## src/rtl/flash_read_arbiter.sv

```systemverilog
// Round-robin arbiter sharing one flash read controller between two clients.
// Optional wait-for-done timeout enabled by defining FLASH_ARB_TIMEOUT_EN.
module flash_read_arbiter #(
   parameter int ADDR_W  = 23,
   parameter int DATA_W  = 32,
   parameter int TIMEOUT = 200,
   parameter int DRAIN   = 16
) (
   input  logic              clk,
   input  logic              rst_n,
   input  logic              req0,
   input  logic              req1,
   input  logic [ADDR_W-1:0] addr0,
   input  logic [ADDR_W-1:0] addr1,
   output logic              ack0,
   output logic              ack1,
   output logic [DATA_W-1:0] rdata0,
   output logic [DATA_W-1:0] rdata1,
   output logic              err0,
   output logic              err1,
   output logic              mc_start,
   output logic              mc_inread,
   output logic [ADDR_W-1:0] mc_addr,
   input  logic              mc_done,
   input  logic [DATA_W-1:0] mc_data
);

   typedef enum logic [2:0] {
      S_DRAIN,
      S_IDLE,
      S_ISSUE,
      S_WAIT_DONE,
      S_RESPOND
   } state_t;

   localparam int DRAIN_CW = (DRAIN > 1) ? $clog2(DRAIN) : 1;

   if (TIMEOUT < 1 || TIMEOUT > 255) begin : g_bad_timeout
      $error("flash_read_arbiter: TIMEOUT must be in 1..255");
   end

   state_t              state;
   logic [DRAIN_CW-1:0] drain_cnt;
   logic                gnt;
   logic                last;
   logic                pick;

   // With both requesting, the client that was not served last wins.
   assign pick      = (req0 && req1) ? ~last : req1;
   assign mc_inread = 1'b1;

`ifdef FLASH_ARB_TIMEOUT_EN
   localparam logic [7:0] TIMEOUT_LAST = 8'(TIMEOUT - 1);
   logic [7:0] wait_cnt;
`else
   assign err0 = 1'b0;
   assign err1 = 1'b0;
`endif

   always_ff @(posedge clk or negedge rst_n) begin
      if (!rst_n) begin
         state     <= S_DRAIN;
         drain_cnt <= DRAIN_CW'(DRAIN - 1);
         last      <= 1'b1;
         gnt       <= 1'b0;
         mc_start  <= 1'b0;
         mc_addr   <= '0;
         ack0      <= 1'b0;
         ack1      <= 1'b0;
         rdata0    <= '0;
         rdata1    <= '0;
`ifdef FLASH_ARB_TIMEOUT_EN
         err0      <= 1'b0;
         err1      <= 1'b0;
         wait_cnt  <= '0;
`endif
      end else begin
         mc_start <= 1'b0;
         ack0     <= 1'b0;
         ack1     <= 1'b0;
`ifdef FLASH_ARB_TIMEOUT_EN
         err0     <= 1'b0;
         err1     <= 1'b0;
`endif
         case (state)
            // Requests and done pulses are ignored while the controller settles.
            S_DRAIN: begin
               if (drain_cnt == '0) begin
                  state <= S_IDLE;
               end else begin
                  drain_cnt <= drain_cnt - 1'b1;
               end
            end
            S_IDLE: begin
               if (req0 || req1) begin
                  gnt      <= pick;
                  mc_addr  <= pick ? addr1 : addr0;
                  mc_start <= 1'b1;
                  state    <= S_ISSUE;
               end
            end
            S_ISSUE: begin
`ifdef FLASH_ARB_TIMEOUT_EN
               wait_cnt <= '0;
`endif
               state <= S_WAIT_DONE;
            end
            S_WAIT_DONE: begin
               if (mc_done) begin
                  if (gnt) begin
                     rdata1 <= mc_data;
                     ack1   <= 1'b1;
                  end else begin
                     rdata0 <= mc_data;
                     ack0   <= 1'b1;
                  end
                  state <= S_RESPOND;
               end
`ifdef FLASH_ARB_TIMEOUT_EN
               // The err outputs double as the error flag for the response cycle.
               else if (wait_cnt == TIMEOUT_LAST) begin
                  if (gnt) begin
                     rdata1 <= '0;
                     ack1   <= 1'b1;
                     err1   <= 1'b1;
                  end else begin
                     rdata0 <= '0;
                     ack0   <= 1'b1;
                     err0   <= 1'b1;
                  end
                  state <= S_RESPOND;
               end else begin
                  wait_cnt <= wait_cnt + 8'd1;
               end
`endif
            end
            S_RESPOND: begin
               last  <= gnt;
               state <= S_IDLE;
            end
            default: begin
               state <= S_DRAIN;
            end
         endcase
      end
   end

endmodule
```

## config.mk

```make
export PLATFORM = sky130hd
export DESIGN_NAME = flash_read_arbiter
export DESIGN_NICKNAME = d
export VERILOG_FILES = /design/src/rtl/flash_read_arbiter.sv
export SDC_FILE = /design/constraint.sdc
export NUM_CORES = 1
export LEC_CHECK = 0
export CAP_MARGIN = 20
export CORE_ASPECT_RATIO = 0.7
export CORE_UTILIZATION = 48
export CTS_BUF_LIST = sky130_fd_sc_hd__clkbuf_2 sky130_fd_sc_hd__clkbuf_4 sky130_fd_sc_hd__clkbuf_8
export DETAILED_ROUTE_END_ITERATION = 7
export GPL_TIMING_DRIVEN = 0
export HOLD_SLACK_MARGIN = 0.03
export PLACE_DENSITY = 0.88
export SYNTH_ARGS = -nofsm -noshare
export SYNTH_HDL_FRONTEND = slang
export SYNTH_SLANG_ARGS = --single-unit
export TNS_END_PERCENT = 50
```

## constraint.sdc

```tcl
create_clock -name clk -period 4 [get_ports clk]
set_input_delay 0.8 -clock clk [delete_from_list [all_inputs] [get_ports clk]]
set_output_delay 0.8 -clock clk [all_outputs]
set_load 0.02 [all_outputs]
```

==> flow_summary.toml <==
[run_status]
status = "complete, no violations"

[grt]
grt_pass1_wl_um = 15370
antenna_found_initial = 0
grt_pass1_vias = 3068
grt_overflow = 0
grt_max_degree = 53
grt_usage = 0.2244

[logic_synthesis]
synth-simple-area-share = 0.02328
async_flop_share = 1.000
syn-cell-area_um2 = 4247
synth_cell_type_count = 31
synth_cells = 259
synth_adder_area_share = 0.002946
avgSynthCellArea_um2 = 16.40
synth_flop_cell = "dfrtp_1"
synth_top_family_by_area = "multiplexers"
synth_edf_count = 0
yosysSeqAreaShare = 0.5849
yosysWarnings = 0
synthXorXnorAreaFrac = 0.004125
ys_ff_latch = 99
synth.area.mux_share = 0.3276
synth_compound_area_frac = 0.01296

[sta]
rsz0062_at_grt = "false"
max_freq_mhz = 428.9
min_period_over_period = 0.5828
clock_skew_ns = 0.01386
fin_tns_setup_ns = 0
finalHoldViolCount = 0
worstMarginPinSlew_ns = 0.6162
setup_viol = 0
relSlewSlack = 0.5892
min_period_ns = 2.331
slew_viol_final = 0

[drt]
routedWlPerCell_um = 16.51
drt-initial-drc-count = 66
wl_um = 9395
via_per_inst = 4.828
ant_nets = 0
drcViolationCount = 0
firstDrtPassIters = 4
vias = 2747

[finish]
nets = 528
area_delta_synth_final_pct = 49.53
drive_gt1_frac = 0.3430
layout.cells.most_common_list = "171 x clkdlybuf4s50_1, 94 x dfrtp_1, 81 x mux2_2"
multiInputGateArea_um2 = 1587
n_fill_cell = 582
regArea_um2 = 2484
final_common_cell = "clkdlybuf4s50_1"
diodes = 0

[placed_design]
gp_congestion = 0.7376
io_buffers = 172
hpwl_um = 6985

[floorplan]
start_util = 0.4988
die_y_um = 80.70
core_um2 = 8513
ios = 176
die_area_um2 = 9233
std_cell_rows = 28
die_x_um = 114.4

[cts]
post_cts.repair.setup_buffers = 0
cts.sinks = 99
cts_hold_buffers = 0
root_buffer = "clkbuf_8"
cts_tree = "built"
cts_htree_levels = 3
cts_resized = 0
clkTransAtPathRegs_ns = 0.10
insertion_delay_ns = 0.37
clockBufferDepth = 2
numCtsBuffers = 9

[setup_path]
worstPathRequired_ns = 4.26
cp-start-kind = "input pin"
reg2reg_depth = 4
worstReg2RegEnd = "mc_addr[19]"
crit_path_end_kind = "flip-flop"
r2r-start = "last"
worstPathMaxFanout = 10
crit_type = "input pin to flip-flop"
r2r_slack_ns = 2.24
worstPathArrival_ns = 2.59

[worst_hold_path]
hold_class = "input pin to async pin"

[power]
p_per_area_nw_per_um2 = 797.4
vdd_drop_max_uv = 553.2
totalPowerFinal_mw = 5.064
p_leak_nw = 2.697

[run]
drv_cap = 0
## layout make-up
cell class | count | area share
Buffer | 16 | 0.02660
Timing Repair Buffer | 173 | 0.2751
Inverter | 3 | 0.001773
Sequential cell | 99 | 0.3911
Tap cell | 120 | 0.02365
Clock buffer | 10 | 0.02167
Multi-Input combinational cell | 142 | 0.2499
Clock inverter | 6 | 0.01025
## metrics by stage
| step | hold slack [ns] | utilization | worst slack, ns | cell area, µm² | cells |
|---|---|---|---|---|---|
| floorplan | 0.4718 | - | 1.998 | 4250 | 260 |
| global placement | 0.4744 | 0.7191 | -1.434 | 6122 | 552 |
| detailed placement | 0.4835 | 0.7221 | 1.306 | 6147 | 553 |
| CTS | 0.4491 | 0.7459 | 1.685 | 6350 | 569 |
| global route | 0.4811 | 0.7459 | 1.613 | 6350 | 569 |
| finish | 0.4351 | 0.7459 | 1.669 | 6350 | 569 |
## sequential cells by signal, summed over array words and instances (netlist names)
name and cells:
mc_addr 23, state 3, rdata0 32, drain_cnt 4, gnt 1, ack1 1
mc_start 1, rdata1 32, ack0 1, last 1
## cell families after synthesis
kind of cell    Yosys count
xor+xnor                  2
simple gates             15
flops                    99
mux                     114
buf+inv                  19
compound gates            7
other cells               2
fa+ha+maj                 1
## worst max path at each step
| stage | from | endpoint |
|---|---|---|
| detailed placement | req1 | mc_addr[15] |
| finish | req1 | mc_addr[19] |
| global route | req1 | mc_addr[14] |
| global placement | rst_n | rdata1[14] |
| CTS | req1 | mc_addr[19] |
| floorplan | req1 | mc_addr[10] |
## cell usage after synthesis, drive strengths merged (2+ instances only)
library cell  instances  area (µm²)
nor2b                 2       12.51
nor3                  3       26.28
nor2                  2       7.510
conb                  2       7.510
dfrtp                94        2352
a21boi                2       18.77
xnor2                 2       17.52
inv                   3       11.26
nand2                 4       17.52
mux2                113        1381
buf                  16       168.9
dfstp                 5       131.4
## worst max-delay path: stages
cell,delay [ns]
clkdlybuf4s50_1,0.48
a21boi_2,0.32
buf_2,0.34
mux2_2,0.38
mux2_2,0.26
## layer usage
| layer | track usage | up-vias | part of all wire |
|---|---|---|---|
| met5 | 0 | - | 0 |
| met4 | 0.09091 | 0 | 0.018 |
| met3 | 0.08226 | 16 | 0.062 |
| met2 | 0.3752 | 92 | 0.51 |
| met1 | 0.2636 | 1365 | 0.41 |
| li1 | - | 1274 | - |
## where the power goes
part	leakage (nW)	internal [mW]	total, mW	switching [mW]
Combinational	1.42	1.51	2.66	1.16
Sequential	1.18	1.49	1.75	0.261
Clock	0.102	0.306	0.651	0.345
Power figures use the tool's default switching activity.
